`config.mk`:
```
export PLATFORM = sky130hd
export DESIGN_NAME = alu_uart_host
export DESIGN_NICKNAME = d
export VERILOG_FILES = /design/src/rtl/alu_uart_pkg.sv /design/src/rtl/alu_uart_host_rx_sampler.sv /design/src/rtl/alu_uart_host.sv
export SDC_FILE = /design/constraint.sdc
export NUM_CORES = 1
export LEC_CHECK = 0
export ABC_AREA = 1
export BUFFER_PORTS_ARGS = -buffer_cell sky130_fd_sc_hd__clkbuf_2
export CORE_MARGIN = 2
export CORE_UTILIZATION = 60
export CTS_BUF_LIST = sky130_fd_sc_hd__clkbuf_4 sky130_fd_sc_hd__clkbuf_8
export CTS_CLUSTER_DIAMETER = 150
export DETAILED_ROUTE_END_ITERATION = 10
export PLACE_DENSITY = 0.87
export SYNTH_ARGS = -nofsm -noshare
export SYNTH_HDL_FRONTEND = slang
export SYNTH_SLANG_ARGS = --single-unit
```
`constraint.sdc`:
```
create_clock -name i_clock -period 2.27 [get_ports i_clock]
set_input_delay 0.454 -clock i_clock [delete_from_list [all_inputs] [get_ports i_clock]]
set_output_delay 0.454 -clock i_clock [all_outputs]
set_load 0.1 [all_outputs]
```
`src/rtl/alu_uart_pkg.sv`:
```
// Shared types and constants for the UART-attached ALU host: sequencing states,
// receiver states, ALU opcodes and 8N1 framing levels.
package alu_uart_pkg;

    typedef enum logic [2:0] {
        IDLE,
        SEND_A,
        SEND_B,
        SEND_OP,
        WAIT_RES,
        DONE
    } host_state_t;

    typedef enum logic [2:0] {
        RX_WAIT_HIGH,
        RX_HUNT,
        RX_START,
        RX_DATA,
        RX_STOP
    } rx_state_t;

    localparam logic [7:0] OP_ADD = 8'h20;
    localparam logic [7:0] OP_SUB = 8'h22;
    localparam logic [7:0] OP_AND = 8'h24;
    localparam logic [7:0] OP_OR  = 8'h25;
    localparam logic [7:0] OP_XOR = 8'h26;
    localparam logic [7:0] OP_SRA = 8'h03;
    localparam logic [7:0] OP_SRL = 8'h02;
    localparam logic [7:0] OP_NOR = 8'h27;

    localparam logic START_BIT = 1'b0;
    localparam logic STOP_BIT  = 1'b1;

endpackage

```
`src/rtl/alu_uart_host_rx_sampler.sv`:
```
// host_rx_sampler: 2-FF sync of the result line, start detect with mid-bit re-check,
// 16x-tick data sampling and stop check. start_det_o exists only with ALU_HOST_TIMEOUT_EN.
module host_rx_sampler
    import alu_uart_pkg::*;
#(
    parameter int N_BITS  = 8,
    parameter int N_TICKS = 16
) (
    input  logic              clock_i,
    input  logic              rst_n_i,
    input  logic              tick_i,
    input  logic              arm_i,
    input  logic              rx_i,
`ifdef ALU_HOST_TIMEOUT_EN
    output logic              start_det_o,
`endif
    output logic              valid_o,
    output logic [N_BITS-1:0] data_o,
    output logic              frame_err_o
);

    localparam int TW = $clog2(N_TICKS);
    localparam int BW = $clog2(N_BITS);
    localparam logic [TW-1:0] TICK_LAST = TW'(N_TICKS - 1);
    // Seen on the 7th tick after detection: roughly the middle of the start bit.
    localparam logic [TW-1:0] MID_LAST  = TW'(N_TICKS / 2 - 2);
    localparam logic [BW-1:0] BIT_LAST  = BW'(N_BITS - 1);

    logic              rx_meta_q, rx_sync_q;
    rx_state_t         rs_q, rs_d;
    logic [TW-1:0]     cnt_q, cnt_d;
    logic [BW-1:0]     bit_q, bit_d;
    logic [N_BITS-1:0] shift_q, shift_d;
    logic              valid_q, valid_d;
    logic              ferr_q, ferr_d;

    always_ff @(posedge clock_i) begin
        if (!rst_n_i) begin
            rx_meta_q <= 1'b1;
            rx_sync_q <= 1'b1;
            rs_q      <= RX_WAIT_HIGH;
            cnt_q     <= '0;
            bit_q     <= '0;
            shift_q   <= '0;
            valid_q   <= 1'b0;
            ferr_q    <= 1'b0;
        end else begin
            rx_meta_q <= rx_i;
            rx_sync_q <= rx_meta_q;
            rs_q      <= rs_d;
            cnt_q     <= cnt_d;
            bit_q     <= bit_d;
            shift_q   <= shift_d;
            valid_q   <= valid_d;
            ferr_q    <= ferr_d;
        end
    end

    // After a bad stop (line possibly held low) wait for idle before hunting again.
    always_comb begin
        rs_d    = rs_q;
        cnt_d   = cnt_q;
        bit_d   = bit_q;
        shift_d = shift_q;
        valid_d = 1'b0;
        ferr_d  = 1'b0;
        if (!arm_i) begin
            rs_d = RX_WAIT_HIGH;
        end else if (tick_i) begin
            case (rs_q)
                RX_WAIT_HIGH: if (rx_sync_q) rs_d = RX_HUNT;
                RX_HUNT: begin
                    if (!rx_sync_q) begin
                        rs_d  = RX_START;
                        cnt_d = '0;
                    end
                end
                RX_START: begin
                    if (cnt_q == MID_LAST) begin
                        cnt_d = '0;
                        bit_d = '0;
                        rs_d  = rx_sync_q ? RX_HUNT : RX_DATA;
                    end else begin
                        cnt_d = cnt_q + 1'b1;
                    end
                end
                RX_DATA: begin
                    if (cnt_q == TICK_LAST) begin
                        cnt_d   = '0;
                        shift_d = {rx_sync_q, shift_q[N_BITS-1:1]};
                        bit_d   = bit_q + 1'b1;
                        if (bit_q == BIT_LAST) rs_d = RX_STOP;
                    end else begin
                        cnt_d = cnt_q + 1'b1;
                    end
                end
                RX_STOP: begin
                    if (cnt_q == TICK_LAST) begin
                        cnt_d = '0;
                        if (rx_sync_q == STOP_BIT) begin
                            valid_d = 1'b1;
                            rs_d    = RX_HUNT;
                        end else begin
                            ferr_d = 1'b1;
                            rs_d   = RX_WAIT_HIGH;
                        end
                    end else begin
                        cnt_d = cnt_q + 1'b1;
                    end
                end
                default: rs_d = RX_WAIT_HIGH;
            endcase
        end
    end

`ifdef ALU_HOST_TIMEOUT_EN
    assign start_det_o = arm_i && tick_i && (rs_q == RX_HUNT) && !rx_sync_q;
`endif
    assign valid_o     = valid_q;
    assign data_o      = shift_q;
    assign frame_err_o = ferr_q;

endmodule

```
`src/rtl/alu_uart_host.sv`:
```
// Host-side UART initiator: sends A, B, opcode as 8N1 frames, then waits for the result frame.
// Define ALU_HOST_TIMEOUT_EN to build the WAIT_RES tick timeout and drive o_timeout.
module alu_uart_host
    import alu_uart_pkg::*;
#(
    parameter int LIMITE        = 163,
    parameter int NB_CONTA      = 8,
    parameter int N_BITS        = 8,
    parameter int N_TICKS       = 16,
    parameter int TIMEOUT_TICKS = 640
) (
    input  logic              i_clock,
    input  logic              i_reset,
    input  logic              i_start,
    input  logic [N_BITS-1:0] i_op_a,
    input  logic [N_BITS-1:0] i_op_b,
    input  logic [N_BITS-1:0] i_opcode,
    input  logic              i_rx,
    output logic              o_tx,
    output logic              o_busy,
    output logic              o_done,
    output logic [N_BITS-1:0] o_result,
    output logic              o_timeout,
    output logic              o_frame_err
);

    localparam int TW  = $clog2(N_TICKS);
    localparam int FW  = N_BITS + 2;
    localparam int FBW = $clog2(FW);
    localparam logic [TW-1:0]  TICK_LAST  = TW'(N_TICKS - 1);
    localparam logic [FBW-1:0] FBIT_LAST  = FBW'(FW - 1);

    logic [NB_CONTA-1:0] baud_q;
    logic                tick;
    host_state_t         state_q, state_d;
    logic [N_BITS-1:0]   a_q, b_q, op_q, result_q;
    logic                tx_active_q;
    logic [FW-1:0]       tx_shift_q;
    logic [TW-1:0]       tx_tick_q;
    logic [FBW-1:0]      tx_bit_q;
    logic [N_BITS-1:0]   send_byte;
    logic                is_send, frame_done, armed;
    logic                rx_valid, rx_ferr, timeout_hit;
    logic [N_BITS-1:0]   rx_data;

    assign tick = (baud_q == NB_CONTA'(LIMITE - 1));

    always_ff @(posedge i_clock) begin
        if (!i_reset || tick) baud_q <= '0;
        else                  baud_q <= baud_q + 1'b1;
    end

    assign is_send    = (state_q == SEND_A) || (state_q == SEND_B) || (state_q == SEND_OP);
    assign armed      = (state_q == WAIT_RES);
    assign frame_done = tx_active_q && tick && (tx_tick_q == TICK_LAST) && (tx_bit_q == FBIT_LAST);

    always_comb begin
        case (state_q)
            SEND_A:  send_byte = a_q;
            SEND_B:  send_byte = b_q;
            default: send_byte = op_q;
        endcase
    end

    // The frame is loaded on the first cycle of each SEND state, so the start bit follows one cycle later.
    always_ff @(posedge i_clock) begin
        if (!i_reset) begin
            tx_active_q <= 1'b0;
            tx_shift_q  <= '1;
            tx_tick_q   <= '0;
            tx_bit_q    <= '0;
        end else if (!is_send) begin
            tx_active_q <= 1'b0;
        end else if (!tx_active_q) begin
            tx_active_q <= 1'b1;
            tx_shift_q  <= {STOP_BIT, send_byte, START_BIT};
            tx_tick_q   <= '0;
            tx_bit_q    <= '0;
        end else if (tick) begin
            if (tx_tick_q == TICK_LAST) begin
                tx_tick_q <= '0;
                if (tx_bit_q == FBIT_LAST) begin
                    tx_active_q <= 1'b0;
                end else begin
                    tx_shift_q <= {1'b1, tx_shift_q[FW-1:1]};
                    tx_bit_q   <= tx_bit_q + 1'b1;
                end
            end else begin
                tx_tick_q <= tx_tick_q + 1'b1;
            end
        end
    end

    assign o_tx = tx_active_q ? tx_shift_q[0] : STOP_BIT;

`ifdef ALU_HOST_TIMEOUT_EN
    localparam int TOW = $clog2(TIMEOUT_TICKS + 1);
    logic [TOW-1:0] to_cnt_q;
    logic           rx_start_det;
    logic           timeout_q;

    always_ff @(posedge i_clock) begin
        if (!i_reset || !armed || rx_start_det) to_cnt_q <= '0;
        else if (tick)                          to_cnt_q <= to_cnt_q + 1'b1;
    end

    assign timeout_hit = armed && tick && !rx_start_det && (to_cnt_q == TOW'(TIMEOUT_TICKS - 1));

    always_ff @(posedge i_clock) begin
        if (!i_reset)                timeout_q <= 1'b0;
        else if (armed && rx_valid)  timeout_q <= 1'b0;
        else if (timeout_hit)        timeout_q <= 1'b1;
    end

    assign o_timeout = timeout_q;
`else
    assign timeout_hit = 1'b0;
    assign o_timeout   = 1'b0;
`endif

    host_rx_sampler #(
        .N_BITS (N_BITS),
        .N_TICKS(N_TICKS)
    ) u_rx (
        .clock_i    (i_clock),
        .rst_n_i    (i_reset),
        .tick_i     (tick),
        .arm_i      (armed),
        .rx_i       (i_rx),
`ifdef ALU_HOST_TIMEOUT_EN
        .start_det_o(rx_start_det),
`endif
        .valid_o    (rx_valid),
        .data_o     (rx_data),
        .frame_err_o(rx_ferr)
    );

    always_ff @(posedge i_clock) begin
        if (!i_reset) begin
            state_q  <= IDLE;
            a_q      <= '0;
            b_q      <= '0;
            op_q     <= '0;
            result_q <= '0;
        end else begin
            state_q <= state_d;
            if (state_q == IDLE && i_start) begin
                a_q  <= i_op_a;
                b_q  <= i_op_b;
                op_q <= i_opcode;
            end
            if (armed && rx_valid)  result_q <= rx_data;
            else if (timeout_hit)   result_q <= '0;
        end
    end

    always_comb begin
        state_d = state_q;
        case (state_q)
            IDLE:     if (i_start)    state_d = SEND_A;
            SEND_A:   if (frame_done) state_d = SEND_B;
            SEND_B:   if (frame_done) state_d = SEND_OP;
            SEND_OP:  if (frame_done) state_d = WAIT_RES;
            WAIT_RES: if (rx_valid || timeout_hit) state_d = DONE;
            DONE:     state_d = IDLE;
            default:  state_d = IDLE;
        endcase
    end

    assign o_busy      = (state_q != IDLE);
    assign o_done      = (state_q == DONE);
    assign o_result    = result_q;
    assign o_frame_err = rx_ferr;

endmodule

```
==> run summary, run 1 <==
The run finished with clean final reports. The worst max-slew margin expressed relative to the limit was 0.6243; the parity-gate share of the synthesized area counting xor and xnor cells was 0.004453. The logs give 1.857 nW for the leakage power total and 527 for the number of inserted filler cells in the final layout. The max-slew violation count is 0. Traced cell by cell, the critical path runs through inv_2 > nor3_2 > clkbuf_2. The number of cells on the worst reg-to-reg path is 9.

STA puts the critical path data required time at 1820 ps. The clock net in this run drives a total of 83 sinks. Along the worst hold path, the cell count comes to 2. Global routing finished with a remaining overflow of 0. The tree is rooted in a sky130_fd_sc_hd__clkbuf_8. Across the VDD grid, the largest voltage drop is 0.7892 mV. The maximum number of pins on one net before global-route repair is 49.

The floorplan die width was 84.97 um; the slack of the worst reg-to-reg path was 550 ps. Once the clock tree was built, the resizer swapped 0 gates to a different size. The level count of the clock H-tree is 3. Setup violations remaining at the end of the flow were counted as 0. The number of buffers added to fix hold violations after cts came out at 0.

By area, the combinational part of the netlist is dominated by simple AND/OR/NAND/NOR gates. After the last flow step, the layout net total stands at 623. The starting density of the core was 0.6195.

The worst path in the final design needs a cycle of 2058 ps, including I/O delays and setup. The run gives 0 as the post-CTS setup buffer count. The number of clock buffers added by TritonCTS is 9.

For the upper clock frequency limit, the log shows 486.0 MHz. The post-synthesis compound-gate area fraction is 0.1492. By startpoint and endpoint, the worst setup path is classified as register to output pin. In the routed design, unresolved DRC markers number 0. The cell area after technology mapping is 3934 um2.

At the placement stage, the worst setup path has a slack of 614.0 ps. After technology mapping, the gate count stands at 550. Most common flop cell mapped by yosys: sky130_fd_sc_hd__dfxtp_1. The average instance in the mapped netlist occupies 7.152 um2. Cell with the largest stage delay on the worst path: sky130_fd_sc_hd__clkbuf_2. The post-route setup TNS is 0 ps, and the vertical die dimension is 84.97 um. The worst setup margin is 212.4 ps, and the number of cells on the critical path is 3.

In this design, the stage delay of the slowest critical-path cell is 490 ps. The total wire length is 8290 um, and the average vias per placed instance is 5.455. After clock tree synthesis, the clock-pin slew on the worst setup and hold paths is 80 ps. The area enclosed by the die boundary came out at 7220 um2.

The number of port buffers was 39. The deepest clock path buffer count is 2, and the synthesized flop and latch total is 83. Cell type contributing the most total cell area after synthesis: sky130_fd_sc_hd__dfxtp_1. At the end of routability-driven placement, the weighted congestion stood at 0.9091. In this run, synthesis inferred 0 flip-flops with an integrated enable. For this run, the number of Yosys warnings is 0.

The wire length of the first global-routing pass is 14390 um. The startpoint identified for the worst hold timing path is i_rx. The logs give 0 for the final-report hold violation count and 13.90 ps for the setup clock skew after layout. The total via count in the routed design was 3644; the routed wirelength normalized by instance count was 12.41 um.

For the placed wire-length estimate after detailed placement, the log shows 5843 um. In this run the critical register-to-register path is captured at tx_shift_q[0]$_SDFFE_PN1P_. Max-cap violations in this run came to 0. The startpoint identified for the worst register-to-register timing path is tx_tick_q[0]$_SDFFE_PN0P_.

TritonCTS built the clock tree. The run gives 0.4224 as the post-synthesis sequential area ratio. The basic-gate share of the synthesized area counting and, or, nand and nor cells came out at 0.3060. Data on the critical path arrives at its endpoint at 1600 ps. 41 I/O pins were placed. Post-synthesis share of cell area spent on full adders, half adders and majority gates: 0.02863. After detailed placement, the total cell area comes to 4194 um2. For the sum of internal, switching and leakage power, the log shows 4.558 mW.

After floorplanning, the core was divided into 29 placement rows. In the post-synthesis netlist, the cell with the most instances is sky130_fd_sc_hd__nand2_1. Count of different cell masters after synthesis: 37.

For the core area, the log shows 6350 um2. The launching element type of the critical path was a register. The number of detailed-route iterations in the first pass is 4, and the number of violations reported at the end of detailed-routing iteration 0 is 191.

The class of the tightest hold or removal check was input pin to register. Setup repair after global routing left no endpoint under its margin. The post-synth net total was 587; the fraction of registers with async set/reset was 0. For hold timing, the worst endpoint is u_rx.rx_meta_q$_SDFF_PN1_.

At the pin with the least slew margin, the transition time is 566.0 ps. The number of global-route vias before repair was 3381. The number of antenna diodes in the final layout is 0. The proportion of netlist area held by the largest area contributor works out to 0.4224. The maximum fanout encountered on the critical timing path is 10, and the insertion delay of the later-clocked pin in the worst-skew pair is 370 ps. The cell class contributing the biggest share of worst-path delay was buffers and inverters.

In the post-synthesis netlist, the biggest area contributors are sky130_fd_sc_hd__dfxtp_1, sky130_fd_sc_hd__nand2_1, sky130_fd_sc_hd__a21oi_1. The global routing usage summed across all routing layers was 0.2452. In this run the power density over the cells is 1031 nW/um2.

The number of routed nets with antenna violations came out at 0. From synthesis to final layout, the design area changed by 12.34%. Final design area excluding fillers: 4419 um2. Sorting the synthesized cells by how often they occur yields sky130_fd_sc_hd__nand2_1, sky130_fd_sc_hd__dfxtp_1, sky130_fd_sc_hd__a21oi_1. The type of destination of the critical path is an output pin.

The number of buffers and inverters on the critical path is 2. The mux cell area share after synthesis works out to 0. The fraction of final layout cells with drive strength greater than 1 was 0.1607. Final critical-path share of the clock period: 0.9064. Initial antenna violation count: 0.
[report_power, final]
part / total [mW] / internal, mW / switching (mW) / leakage [nW]
registers: 1.90 / 1.72 / 0.174 / 0.678
logic: 1.46 / 0.449 / 1.02 / 1.07
clock network: 1.20 / 0.626 / 0.571 / 0.106
[placed cells by master, fill, tap and decap left out, types with 2 or more instances in the layout]
| cell type | instances |
|---|---|
| sky130_fd_sc_hd__a21oi_1 | 67 |
| sky130_fd_sc_hd__a21oi_2 | 2 |
| sky130_fd_sc_hd__buf_4 | 6 |
| sky130_fd_sc_hd__bufinv_16 | 2 |
| sky130_fd_sc_hd__clkbuf_2 | 38 |
| sky130_fd_sc_hd__clkbuf_8 | 9 |
| sky130_fd_sc_hd__clkinv_1 | 3 |
| sky130_fd_sc_hd__clkinv_4 | 2 |
| sky130_fd_sc_hd__clkinvlp_4 | 2 |
| sky130_fd_sc_hd__dfxtp_1 | 83 |
| sky130_fd_sc_hd__ha_1 | 9 |
| sky130_fd_sc_hd__inv_1 | 56 |
| sky130_fd_sc_hd__inv_2 | 8 |
| sky130_fd_sc_hd__nand2_1 | 118 |
| sky130_fd_sc_hd__nand2_2 | 2 |
| sky130_fd_sc_hd__nand2_4 | 3 |
| sky130_fd_sc_hd__nand3_1 | 43 |
| sky130_fd_sc_hd__nand4_1 | 19 |
| sky130_fd_sc_hd__nor2_1 | 48 |
| sky130_fd_sc_hd__nor2_2 | 4 |
| sky130_fd_sc_hd__nor2_4 | 4 |
| sky130_fd_sc_hd__nor3_1 | 5 |
| sky130_fd_sc_hd__nor3b_1 | 2 |
| sky130_fd_sc_hd__o211ai_1 | 3 |
| sky130_fd_sc_hd__o21ai_0 | 32 |
| sky130_fd_sc_hd__or2_2 | 5 |
[stage by stage]
step	util	hold slack [ps]	instances
after floorplan	-	392.5	550
after global placement	0.6605	398.6	652
final	0.6960	272.3	668
after global routing	0.6960	276.1	668
after CTS	0.6960	263.8	668
after detailed placement	0.6605	405.1	652
[worst max-delay path by stage]
stage / startpoint / end / slack, ps
after floorplan: state_q[2]$_SDFFE_PN0P_ / o_done / 110
after global placement: state_q[2]$_SDFFE_PN0P_ / o_done / 610
after detailed placement: state_q[2]$_SDFFE_PN0P_ / o_done / 610
after CTS: state_q[2]$_SDFFE_PN0P_ / o_done / 210
after global routing: state_q[2]$_SDFFE_PN0P_ / o_done / 120
final: state_q[2]$_SDFFE_PN0P_ / o_done / 210
[cell type report]
class / count / area, um2 / area share
clock buffer: 9 / 123.9 / 0.02803
clock inverter: 7 / 101.3 / 0.02293
inverter: 67 / 251.5 / 0.05691
multi-input combinational: 380 / 1929 / 0.4366
sequential: 83 / 1662 / 0.3760
tap: 77 / 96.34 / 0.02180
timing repair buffer: 45 / 255.2 / 0.05776
[registers in the layout, summed over array words and instances (netlist names), 3 cells and up]
name	cells
tx_shift_q	9
a_q	8
b_q	8
baud_q	8
o_result	8
op_q	8
u_rx.data_o	8
tx_bit_q	4
tx_tick_q	4
u_rx.cnt_q	4
state_q	3
u_rx.bit_q	3
u_rx.rs_q	3
[layer usage]
metal	part of all wire	track usage	vias to the layer above
li1	-	-	1871
met1	0.44	0.2999	1662
met2	0.48	0.4134	93
met3	0.049	0.05156	18
met4	0.023	0.1126	0
met5	0	0	-
[logic make-up after synthesis]
logic type,count (synthesis)
and+or+nand+nor,258
buffers and inverters,87
other,1
adders and majority gates,9
xor gates and xnor gates,2
AOI/OAI and AO/OA,110
DFF,83
Power figures use the tool's default switching activity.
==> inputs of run 2 (changes only) <==
Settings changed: RECOVER_POWER set to 25.
==> run summary, run 2 (same netlist as run 1, synthesis figures left out) <==
The run finished with clean final reports. The final net count was 623 (unchanged); the vertical die dimension was 84.97 um (unchanged). The global routing usage summed across all routing layers is 0.2452 (unchanged). The tools report the root cell of the clock tree as sky130_fd_sc_hd__clkbuf_8. The register with the most flip-flops in the final layout is tx_shift_q. The logs give 0 (unchanged) for the number of DRC violations after detailed routing and 5 (+1) for the number of detailed-route iterations in the first pass. For the number of placement rows, the log shows 29 (unchanged). For the number of buffers added to fix hold violations after cts, the log shows 0 (unchanged). The count of clock tree sinks was 83 (unchanged); the switching power as a share of total power was 0.3875 (+0.001123). For the sequential group share of total power, the log shows 0.416 (about the same).

The insertion delay of the later-clocked pin in the worst-skew pair came out at 370 ps (about the same). The deepest clock path buffer count is 2 (unchanged), and the final critical-path share of the clock period is 0.9062 (about the same). For the number of gates resized after cts, the log shows 0 (unchanged). The logs give 13.83 ps (-0.07430 ps) for the setup clock skew after layout and 1820 ps (about the same) for the required time at the worst-slack endpoint. The post-CTS setup buffer count is 0 (unchanged). In this run the worst hold path is classified as input pin to register. The number of port buffers was 39 (unchanged). The clock share of power is 0.263 (about the same). The maximum number of pins on one net before global-route repair was 49 (unchanged); the weighted congestion at the end of routability-driven global placement was 0.9091 (unchanged). The level count of the clock H-tree was 3 (unchanged). The tools report the antenna diode count as 0 (unchanged). The tools report the net switching power of the design as 1.765 mW (+0.21%).

Starting density of the core: 0.6195 (unchanged). The run gives 1600 ps (about the same) as the critical path data arrival time. The fraction of final layout cells with drive strength greater than 1 was 0.1574 (-0.003384).

The power per cell area was 1032 nW/um2 (about the same); the final critical delay including setup and external delays was 2057 ps (-0.5480 ps). The maximum fanout encountered on the critical timing path was 10 (unchanged); the post-synthesis to final-layout area growth was 12.18%. The routed wirelength normalized by instance count was 12.45 um (+0.35%).

The worst setup path is captured at an output pin. The number of violations reported at the end of detailed-routing iteration 0 was 196 (+2.6%). The initial antenna violation count was 0 (unchanged); the worst max-slew margin expressed relative to the limit was 0.5134 (-0.1108).

The logs give 0 (unchanged) for the setup violation total in the final timing report and 0 (unchanged) for the final-report hold violation count. For the number of primary I/O pins, the log shows 41 (unchanged). Leaving out fill and tap cells, the most frequent cells in the layout are sky130_fd_sc_hd__nand2_1, sky130_fd_sc_hd__dfxtp_1, sky130_fd_sc_hd__a21oi_1, sky130_fd_sc_hd__inv_1, sky130_fd_sc_hd__nor2_1. The number of global-route vias before repair was 3381 (unchanged); the number of routed nets with antenna violations was 0 (unchanged).

Internal power consumption: 2.789 mW (-0.26%). The floorplan die width was 84.97 um (unchanged). The share of total power in combinational logic was 0.321 (about the same); the wire length of the first global-routing pass was 14390 um (unchanged). The library cell used most frequently in the layout, excluding fill and tap cells, is sky130_fd_sc_hd__nand2_1.

The tools report the area enclosed by the die boundary as 7220 um2 (unchanged). Highest ir drop seen on vdd: 0.7885 mV (about the same). TritonCTS built the clock tree. The max-slew violation count is 0 (unchanged). The clock transition at the registers of the reported paths works out to 80 ps (about the same). The tools report the launching element type of the critical path as a register. The aggregate global routing overflow is 0 (unchanged), and the CTS buffer count is 9 (unchanged).

The total wire length is 8319 um (+0.35%), and the worst-margin pin slew is 729.9 ps (+163.8 ps). The total via count in the routed design came out at 3679 (+0.96%). The tools report the post-route setup TNS as 0 ps (unchanged).

The smallest hold slack came out at 272.5 ps (+0.2720 ps). Setup repair after global routing left no endpoint under its margin. The upper clock frequency limit is 486.1 MHz (about the same), and the number of inserted filler cells in the final layout is 530 (+0.57%). For the count of max-cap constraint violations, the log shows 0 (unchanged). The placed wire-length estimate after detailed placement was 5843 um (unchanged). The category of the critical setup timing path was register to output pin.

The core area came out at 6350 um2 (unchanged). The average vias per placed instance came out at 5.507 (+0.96%). The leakage power total is 1.853 nW (-0.21%), and the flip-flop count of the largest register after layout is 9 (unchanged).
run 2: cell type report:
cell class	count	area, um2	area share
Multi-Input combinational cell	380	1927	0.4366
Sequential cell	83	1662	0.3765
Timing Repair Buffer	45	251.5	0.05699
Inverter	67	251.5	0.05699
Clock buffer	9	123.9	0.02807
Clock inverter	7	101.3	0.02297
Tap cell	77	96.34	0.02183
run 2: routing by layer:
layer | global-route usage | routed length (um) | vias up | share of wire
met5 | 0 | 0 | - | 0
met1 | 0.2999 | 3676 | 1683 | 0.44
met2 | 0.4134 | 4011 | 105 | 0.48
met3 | 0.05156 | 430 | 19 | 0.052
li1 | - | - | 1872 | -
met4 | 0.1126 | 201 | 0 | 0.024
run 2: path summary, 6_finish.rpt:
| kind | from | slack, ps | to | cells past startpoint |
|---|---|---|---|---|
| worst max register to register | state_q[1]$_SDFFE_PN0P_ | 360 | b_q[7]$_SDFFE_PN0P_ | 5 |
| worst min-delay path | i_rx | 270 | u_rx.rx_meta_q$_SDFF_PN1_ | 2 |
| worst min register to register | u_rx.rx_meta_q$_SDFF_PN1_ | 430 | u_rx.rx_sync_q$_SDFF_PN1_ | 1 |
| worst max-delay path | state_q[2]$_SDFFE_PN0P_ | 210 | o_done | 3 |
run 2: worst max-delay path, stage by stage, from the launching register on:
cell                       delay, ps
sky130_fd_sc_hd__dfxtp_1         410
sky130_fd_sc_hd__inv_2           130
sky130_fd_sc_hd__nor3_2          210
sky130_fd_sc_hd__clkbuf_2        490
run 2: power by group through the flow:
stage / combinational [mW] / sequential (mW) / clock, mW
after floorplan: 1.17 / 1.89 / 0
final: 1.46 / 1.89 / 1.20
after detailed placement: 1.45 / 1.92 / 0
after CTS: 1.46 / 1.89 / 1.21
after global placement: 1.40 / 1.91 / 0
after global routing: 1.66 / 1.93 / 1.27
run 2: through the flow:
step | setup slack, ps | util | power [mW] | cell area [um2] | std cells
6_report | 212.9 | 0.6950 | 4.554 | 4413 | 668
5_1_grt | 98.99 | 0.6950 | 4.854 | 4413 | 668
4_1_cts | 208.4 | 0.6960 | 4.566 | 4419 | 668
3_5_place_dp | 614.0 | 0.6605 | 3.370 | 4194 | 652
3_3_place_gp | 613.9 | 0.6605 | 3.308 | 4194 | 652
2_1_floorplan | 106.2 | - | 3.058 | 3939 | 550
